File: src/rtl/issue_ctrl.sv
// Fetch/issue sequencer: fetches by PC, holds each instruction, and issues it to decode only
// once the per-register pending-write scoreboard shows no hazard; drains writes on HALT.
module issue_ctrl #(
    parameter int              PC_W     = 8,
    parameter logic [PC_W-1:0] START_PC = {PC_W{1'b0}},
    parameter logic [15:0]     NOP_INST = 16'h0000,
    parameter logic [3:0]      HALT_OP  = 4'hF,
    parameter int              CNT_W    = 2
) (
    input  logic            iCLK,
    input  logic            iRST,
    input  logic            iSTART,
    output logic            oFETCH_REQ,
    output logic [PC_W-1:0] oPC,
    input  logic            iINST_VALID,
    input  logic [15:0]     iINST,
    output logic [15:0]     oHOLD_INST,
    input  logic [3:0]      iEXE_OP,
    input  logic [1:0]      iIN1_IDX,
    input  logic [1:0]      iIN2_IDX,
    input  logic            iSRC2_IS_REG,
    input  logic [1:0]      iDST_IDX,
    input  logic            iHAS_DST,
    input  logic            iWB_VALID,
    input  logic [1:0]      iWB_IDX,
    output logic [15:0]     oINST,
    output logic            oISSUE,
    output logic            oSTALL,
    output logic            oBUSY,
    output logic            oDONE,
    output logic            oERR
);

    localparam logic [1:0] S_IDLE  = 2'd0;
    localparam logic [1:0] S_FETCH = 2'd1;
    localparam logic [1:0] S_CHECK = 2'd2;
    localparam logic [1:0] S_HALT  = 2'd3;

    localparam logic [CNT_W-1:0] CNT_ZERO = {CNT_W{1'b0}};
    localparam logic [CNT_W-1:0] CNT_ONE  = {{(CNT_W-1){1'b0}}, 1'b1};
    localparam logic [CNT_W-1:0] CNT_MAX  = {CNT_W{1'b1}};
    localparam logic [PC_W-1:0]  PC_ONE   = {{(PC_W-1){1'b0}}, 1'b1};

    logic [1:0]                 state_q, state_d;
    logic [PC_W-1:0]            pc_q, pc_d;
    logic [3:0][CNT_W-1:0]      pend_q, pend_d;
    logic [15:0]                hold_q, hold_d;
    logic [15:0]                inst_q, inst_d;
    logic                       fetch_req_q, fetch_req_d;
    logic                       issue_q, issue_d;
    logic                       stall_q, stall_d;
    logic                       busy_q, busy_d;
    logic                       done_q, done_d;
    logic                       err_q, err_d;
    logic                       hazard_s;
    logic                       inc_en_s;
    logic                       all_clear_s;

    // Hazard uses the registered scoreboard only; a write retiring this cycle is seen next cycle.
    always_comb begin
        hazard_s = (pend_q[iIN1_IDX] != CNT_ZERO)
                 | (iSRC2_IS_REG & (pend_q[iIN2_IDX] != CNT_ZERO))
                 | (iHAS_DST & (pend_q[iDST_IDX] == CNT_MAX));
        all_clear_s = (pend_q == {(4*CNT_W){1'b0}});
    end

    // Sequencer next-state and registered output values.
    always_comb begin
        state_d  = state_q;
        pc_d     = pc_q;
        hold_d   = hold_q;
        inst_d   = NOP_INST;
        issue_d  = 1'b0;
        stall_d  = 1'b0;
        done_d   = 1'b0;
        inc_en_s = 1'b0;
        case (state_q)
            S_IDLE: begin
                if (iSTART) begin
                    pc_d    = START_PC;
                    state_d = S_FETCH;
                end else begin
                    state_d = S_IDLE;
                end
            end
            S_FETCH: begin
                if (iINST_VALID) begin
                    hold_d  = iINST;
                    state_d = S_CHECK;
                end else begin
                    state_d = S_FETCH;
                end
            end
            S_CHECK: begin
                if (hazard_s) begin
                    stall_d = 1'b1;
                    state_d = S_CHECK;
                end else begin
                    inst_d   = hold_q;
                    issue_d  = 1'b1;
                    inc_en_s = iHAS_DST;
                    pc_d     = pc_q + PC_ONE;
                    state_d  = (iEXE_OP == HALT_OP) ? S_HALT : S_FETCH;
                end
            end
            S_HALT: begin
                if (all_clear_s) begin
                    done_d  = 1'b1;
                    state_d = S_IDLE;
                end else begin
                    state_d = S_HALT;
                end
            end
            default: begin
                state_d = S_IDLE;
            end
        endcase
        fetch_req_d = (state_d == S_FETCH);
        busy_d      = (state_d != S_IDLE);
    end

    // Scoreboard update: issue increments, retire decrements, both together cancel out.
    always_comb begin
        pend_d = pend_q;
        err_d  = err_q;
        for (int i = 0; i < 4; i++) begin
            if (iWB_VALID && (iWB_IDX == 2'(i))) begin
                if (pend_q[i] == CNT_ZERO) begin
                    err_d = 1'b1;
                    if (inc_en_s && (iDST_IDX == 2'(i))) begin
                        pend_d[i] = pend_q[i] + CNT_ONE;
                    end else begin
                        pend_d[i] = pend_q[i];
                    end
                end else if (inc_en_s && (iDST_IDX == 2'(i))) begin
                    pend_d[i] = pend_q[i];
                end else begin
                    pend_d[i] = pend_q[i] - CNT_ONE;
                end
            end else if (inc_en_s && (iDST_IDX == 2'(i))) begin
                pend_d[i] = pend_q[i] + CNT_ONE;
            end else begin
                pend_d[i] = pend_q[i];
            end
        end
    end

    // State and output registers.
    always_ff @(posedge iCLK or posedge iRST) begin
        if (iRST) begin
            state_q     <= S_IDLE;
            pc_q        <= {PC_W{1'b0}};
            pend_q      <= {(4*CNT_W){1'b0}};
            hold_q      <= NOP_INST;
            inst_q      <= NOP_INST;
            fetch_req_q <= 1'b0;
            issue_q     <= 1'b0;
            stall_q     <= 1'b0;
            busy_q      <= 1'b0;
            done_q      <= 1'b0;
            err_q       <= 1'b0;
        end else begin
            state_q     <= state_d;
            pc_q        <= pc_d;
            pend_q      <= pend_d;
            hold_q      <= hold_d;
            inst_q      <= inst_d;
            fetch_req_q <= fetch_req_d;
            issue_q     <= issue_d;
            stall_q     <= stall_d;
            busy_q      <= busy_d;
            done_q      <= done_d;
            err_q       <= err_d;
        end
    end

    assign oFETCH_REQ = fetch_req_q;
    assign oPC        = pc_q;
    assign oHOLD_INST = hold_q;
    assign oINST      = inst_q;
    assign oISSUE     = issue_q;
    assign oSTALL     = stall_q;
    assign oBUSY      = busy_q;
    assign oDONE      = done_q;
    assign oERR       = err_q;

endmodule

File: config.mk
export PLATFORM = sky130hd
export DESIGN_NAME = issue_ctrl
export DESIGN_NICKNAME = d
export VERILOG_FILES = /design/src/rtl/issue_ctrl.sv
export SDC_FILE = /design/constraint.sdc
export NUM_CORES = 1
export LEC_CHECK = 0
export ABC_AREA = 1
export CAP_MARGIN = 40
export CELL_PAD_IN_SITES_DETAIL_PLACEMENT = 0
export CELL_PAD_IN_SITES_GLOBAL_PLACEMENT = 1
export CORE_MARGIN = 8
export CORE_UTILIZATION = 41
export DETAILED_ROUTE_END_ITERATION = 7
export DONT_BUFFER_PORTS = 1
export PLACE_DENSITY_LB_ADDON = 0.1
export SYNTH_ARGS = -nofsm -noshare
export SYNTH_HDL_FRONTEND = slang
export SYNTH_SLANG_ARGS = --single-unit
File: constraint.sdc
create_clock -name iCLK -period 1.7 [get_ports iCLK]
set_input_delay 0.34 -clock iCLK [delete_from_list [all_inputs] [get_ports iCLK]]
set_output_delay 0.34 -clock iCLK [all_outputs]
set_load 0.02 [all_outputs]
==> summary.md, run 1 <==
| Metric | Value |
|---|---|
| Main synth FF type | dfrtp_1 |
| H-Tree Depth | 2 |
| Layout cell share with drive strength beyond 1 | 20.5% |
| Synth area leader | dfrtp_1 |
| Via count | 2181 |
| F_max | 594 MHz |
| Register area share after synthesis | 50.2% |
| Die X | 98.6 um |
| Final Util | 48.7% |
| I/O Pins | 81 |
| Routed Antenna Nets | 0 |
| P_sw | 2.09 mW |
| Outcome | finished clean |
| Total core area | 6680 um2 |
| Non-Filler Instances | 445 |
| Crit path DAT | 1.94 ns |
| Comb pwr share | 32.7% |
| Clk_lat worst skew | 0.32 ns |
| Slew @ Worst Pin | 0.407 ns |
| Part of the power in registers | 51.0% |
| Final setup vio count | 0 |
| Hold Fails Final Rpt | 0 |
| # nets final | 408 |
| Worst VDD drop | 486 uV |
| Final wirelength | 6840 um |
| Most common cell in the netlist | nand2_1 |
| Asr flop ratio synth | 100% |
| Placement Cell Area | 2990 um2 |
| Cell Pwr Density | 1450 nW/um2 |
| Die height | 98.6 um |
| Max_cap viols | 0 |
| Final GP Congestion | 0.798 |
| Die footprint | 9710 um2 |
| N_diodes | 0 |
| DRT iter0 DRCs | 57 |
| Area growth syn-to-layout | 16.4% |
| Post-route cell area | 3250 um2 |
| Synthesized instance count | 336 |
| Largest net degree at the start of global routing | 39 |
| Max-slew headroom | 72.8% |
| Switch share | 44.3% |
| I/O Buffers | 0 |
| Largest fanout on the critical path | 8 |
| Post-DP HPWL | 5180 um |
| Clock Power Share | 16.3% |
| Grt ovf | 0 |
| GRT Util Overall | 13.8% |
| Mapped Avg Cell Area | 8.32 um2 |
| CTS root buffer | clkbuf_8 |
| Final worst path period need | 1.68 ns |
| Synth area leaders | dfrtp_1, nand2_1, inv_1 |
| Wire per inst | 15.4 um |
| Initial core utilization | 41.8% |
| Crit path kind | flip-flop to flip-flop |
| RSZ-0062 raised after global routing | true |
| Syn_nets | 380 |
| YS warnings | 0 |
| TritonCTS clock tree | built |
| DRC | 0 |
| Period utilization | 99.1% |
| Critical Path Sink Type | flip-flop |
| Distinct cells, synth | 30 |
| WP data required | 1.96 ns |
| Clock slew at reported path FFs | 0.10 ns |
| Post-synth top cells | nand2_1, dfrtp_1, inv_1, nor2_1, nand3_1 |
| Initial antenna violation count | 0 |
| EDFF count, synth | 0 |
| Total power | 4.73 mW |
| Yosys reg bits | 56 |
| Critical path launch point type | flip-flop |
| Vias in the first global route | 2146 |
| Worst hold path class | input port to flip-flop |
| Max-slew violation count | 0 |
| Share of the synthesized area in the top cell type | 50.2% |
| Std-Cell Rows | 30 |
| Clk buf depth | 2 |
| P_leak | 1.70 nW |
| Mapped Area | 2790 um2 |
| Clock skew | 0.0112 ns |
| CTS Buf Count | 5 |
| CTS Sinks | 56 |
| Vias per inst | 4.90 |
| Internal power | 2.64 mW |
| Cells after DPL | 426 |
| Total iterations of the first detailed-routing run | 4 |
| First-pass GRT wire length | 10800 um |
routing by layer:
layer | track usage (%) | routed length, um | vias up
li1 | - | - | 1106
met1 | 17.4 | 3150 | 994
met2 | 21.3 | 3050 | 71
met3 | 4.51 | 508 | 10
met4 | 5.55 | 123 | 0
met5 | 0 | 0 | -
flip-flops by register name, summed over array words and instances (netlist names), named ones only:
register    flops
oISSUE          1
oFETCH_REQ      1
oPC             8
pend_q          4
oINST          16
oSTALL          1
state_q         2
oHOLD_INST     16
oBUSY           1
oERR            1
oDONE           1
repair_timing:
item,4_1_cts,5_1_grt
endpoints found under the setup margin,1,31
buffers inserted,1,9
hold endpoints to repair,18,0
hold buffers,1,0
gates resized for setup,0,37
pin swaps,0,21
path summary, 6_finish.rpt:
check / slack (ns) / depth (start not counted) / from / to
max: 0.02 / 10 / pend_q[0] / flip-flop
min: 0.18 / 2 / iINST[6] / oHOLD_INST[6]
max reg2reg: 0.02 / 10 / pend_q[0] / flip-flop
min reg2reg: 0.57 / 1 / oPC[0] / oPC[0]
max in group asynchronous: 0.68 / 3 / iRST / async pin
min in group asynchronous: 0.50 / 2 / iRST / oINST[2]
worst max-delay path, cell delays in order (launching register included):
cell and delay (ns):
dfrtp_1 0.43, o21ai_0 0.19, nand3b_1 0.12, nand3_2 0.10, nand4_1 0.14, nor2_4 0.30
buf_6 0.14, nand3_2 0.05, nand2_1 0.07, nand2_1 0.04, nand2_1 0.04
kinds of logic after synthesis:
kind of cell	count (synthesis)	synth area share, %
simple gates	162	26.2
buf+inv	62	9.14
flops	56	50.2
compound gates	36	7.03
xor+xnor	11	3.45
fa+ha+maj	9	4.03
per-stage QoR:
stage,hold slack [ns],setup TNS (ns),worst slack (ns)
2_1_floorplan,0.420,0,0.241
3_3_place_gp,0.232,-0.0362,-0.0353
3_5_place_dp,0.228,-0.00977,-0.00977
4_1_cts,0.164,0,0.0177
5_1_grt,0.170,-0.353,-0.102
6_report,0.177,0,0.0158
area by class of cell:
class                      count  area (um2)
inverter                      56         216
clock buffer                   5        68.8
tap                           80         100
clock inverter                 3        27.5
timing repair buffer          27         225
sequential                    56        1410
multi-input combinational    218        1210
fill                         635        3430
power groups by stage:
| stage | Sequential, mW | Combinational (mW) | Clock, mW |
|---|---|---|---|
| after CTS | 2.41 | 1.40 | 0.812 |
| after global routing | 2.46 | 1.77 | 0.861 |
| final | 2.41 | 1.55 | 0.770 |
| after global placement | 2.43 | 1.38 | 0 |
| after floorplan | 2.35 | 1.05 | 0 |
| after detailed placement | 2.43 | 1.39 | 0 |
cells in the final DEF, fill, tap and decap left out, types with 2 or more instances in the layout:
cell / instances
dfrtp_2: 6
nand2_1: 59
clkinvlp_4: 2
dfrtp_1: 50
xnor2_1: 4
nand2_4: 2
buf_6: 2
inv_1: 50
nor2_2: 2
nand4_1: 8
nor2_4: 3
nand3_1: 16
inv_2: 4
o21ai_2: 4
xor2_1: 7
clkbuf_8: 5
nand2_2: 8
buf_4: 23
nand3b_1: 2
nor2_1: 46
nand3_2: 8
ha_1: 8
a21oi_1: 17
o21ai_1: 10
nor3_1: 4
No activity file was read; power rests on OpenSTA's default activity.
==> run 2, diff against run 1 <==
--- a/config.mk
+++ b/config.mk
@@ -11,6 +11,7 @@
 export CELL_PAD_IN_SITES_GLOBAL_PLACEMENT = 1
 export CORE_MARGIN = 8
 export CORE_UTILIZATION = 41
+export CTS_CLUSTER_SIZE = 28
 export DETAILED_ROUTE_END_ITERATION = 7
 export DONT_BUFFER_PORTS = 1
 export PLACE_DENSITY_LB_ADDON = 0.1
==> results of run 2 <==
No change in the layout: final DEF, timing and power equal those of run 1.
==> variant, RTL diff (settings of run 2) <==
Register the output `oERR` once more, cleared by the reset; this adds one clock of latency there. The other outputs are not delayed to match.
--- a/src/rtl/issue_ctrl.sv
+++ b/src/rtl/issue_ctrl.sv
@@ -182,7 +182,13 @@
     assign oSTALL     = stall_q;
     assign oBUSY      = busy_q;
     assign oDONE      = done_q;
-    assign oERR       = err_q;
+    always_ff @(posedge iCLK or posedge iRST) begin
+        if (iRST) begin
+            oERR <= '0;
+        end else begin
+            oERR <= err_q;
+        end
+    end
 
 endmodule
 
Formal check against the unedited RTL: not equivalent (a bounded check fails within 4 cycles, from zero or initial values and one cycle with iRST high).
==> variant against run 2 <==
- worst hold slack got worse by 0.015 ns
- setup slack better by 0.014 ns
- highest routed layer unchanged
- cell area increased by 2.0%
- routed wire length grew 0.73%
- synthesized area increased by 0.90%
- non-clock buffer count fell by 2
- sequential cell count up 1
- total power grew 7.0%
==> variant: results (changes against run 2) <==
| Metric | Value |
|---|---|
| Status | finished, final reports clean (unchanged) |
| Post-DP HPWL | 5080 um (was 5180 um) |
| Seq power | about 2.4 mW |
| Top Family by Delay on Critical Path | simple AND/OR/NAND/NOR gates (unchanged) |
| HP Start | iINST[1] (was iINST[6]) |
| Inst Count DP | 429 (was 426) |
| Worst path max stage delay | between 0.4 and 0.5 ns |
| Setup WS pre-CTS | 0.0176 ns (was -0.00977 ns) |
| Post_cts resized | 3 (was 0) |
| Post-synthesis cell type count | 30 (unchanged) |
| Period utilization | 98.2% (was 99.1%) |
| GRT Util Overall | 14.8% (was 13.8%) |
| Crit-path max FO | 5 (was 8) |
| Wire length per cell | 15.2 um (was 15.4 um) |
| Final Skew | 0.0111 ns (was 0.0112 ns) |
| Max VDD drop | 0.594 mV (was 0.486 mV) |
| Htree depth | 3 (was 2) |
| Crit path max-delay cell type | dfrtp_2 (was dfrtp_1) |
| Hold-critical path endpoint | oHOLD_INST[1] (was oHOLD_INST[6]) |
| Post-CTS setup buffers | 0 (was 1) |
| Non-Filler Instances | 452 (was 445) |
| Worst r2r path cells | 8 (was 10) |
| Slew headroom | 68.9% (was 72.8%) |
| Global-route wire length before repair | 11,300 um (was 10,800 um) |
| Reg-to-reg startpoint | pend_q[0] (unchanged) |
| Max_cap viols | 0 (unchanged) |
| Leak | 1.74 nW (was 1.70 nW) |
| Post-synth net total | 381 (was 380) |
| Hold Buf Count CTS | 1 (unchanged) |
| Reg2Reg Capture Point | pend_q[0] |
| Final #Nets | 411 (was 408) |
| Post-synth top flop | dfrtp_1 (unchanged) |
| Synth top cells by count | nand2_1, dfrtp_1, inv_1 (unchanged) |
| Clk. pwr | 1.10 mW (was 770 uW) |
| Sequential share of the synthesized area | 50.6% (was 50.2%) |
| Placed instance area | 3030 um2 (was 2990 um2) |
| Min-Delay Path Class | input pin to flip-flop (unchanged) |
| Reg clk slew, reported paths | 0.07 ns (was 0.10 ns) |
| Layout cell share with drive strength beyond 1 | 19.4% (was 20.5%) |
| Synth area leaders | dfrtp_1, nand2_1, inv_1 (unchanged) |
| Sw Pwr | 2.19 mW (was 2.09 mW) |
| CTS buffer count | 9 (was 5) |
| Vias in the first global route | 2,231 (was 2,146) |
| Initial DRC Count | 112 (was 57) |
| Post-layout power | 5.06 mW (was 4.73 mW) |
| Largest net degree at the start of global routing | 58 (was 39) |
| Ys async rst share | 100% (unchanged) |
| Hold WS | 0.162 ns (was 0.177 ns) |
| Vias per cell | 4.94 (was 4.90) |
| Synthesized area per cell | 8.36 um2 (was 8.32 um2) |
| GPL Wtd Cong | 0.872 (was 0.798) |
[variant: cell count changes after synthesis, sizes merged]
cell	delta
dfrtp	+1
[variant: layout make-up]
class	instances	area [um2]
tap	80	100
sequential	57	1430
inverter	56	216
clock inverter	7	46.3
multi-input combinational	218	1190
timing repair buffer	25	206
fill	657	3400
clock buffer	9	124
[variant: worst max-delay path by stage]
| stage | end |
|---|---|
| finish | pend_q[0] |
| global route | flip-flop |
| CTS | flip-flop |
| detailed placement | oPC[4] |
| global placement | flip-flop |
| floorplan | oPC[3] |
[variant: cells by family after synthesis]
family                   after synthesis  synth area share [%]
AO/OA/AOI/OAI                         36                  6.97
XOR/XNOR                              11                  3.42
adder cells (fa/ha/maj)                9                  3.99
buffers and inverters                 62                  9.05
flip-flops                            57                  50.6
AND/OR/NAND/NOR                      162                  26.0
[variant: per-layer routing]
metal	wire length (um)	global-route usage, %
met1	2930	17.6
met2	3180	23.3
met3	669	6.34
met4	107	5.31
met5	0	0
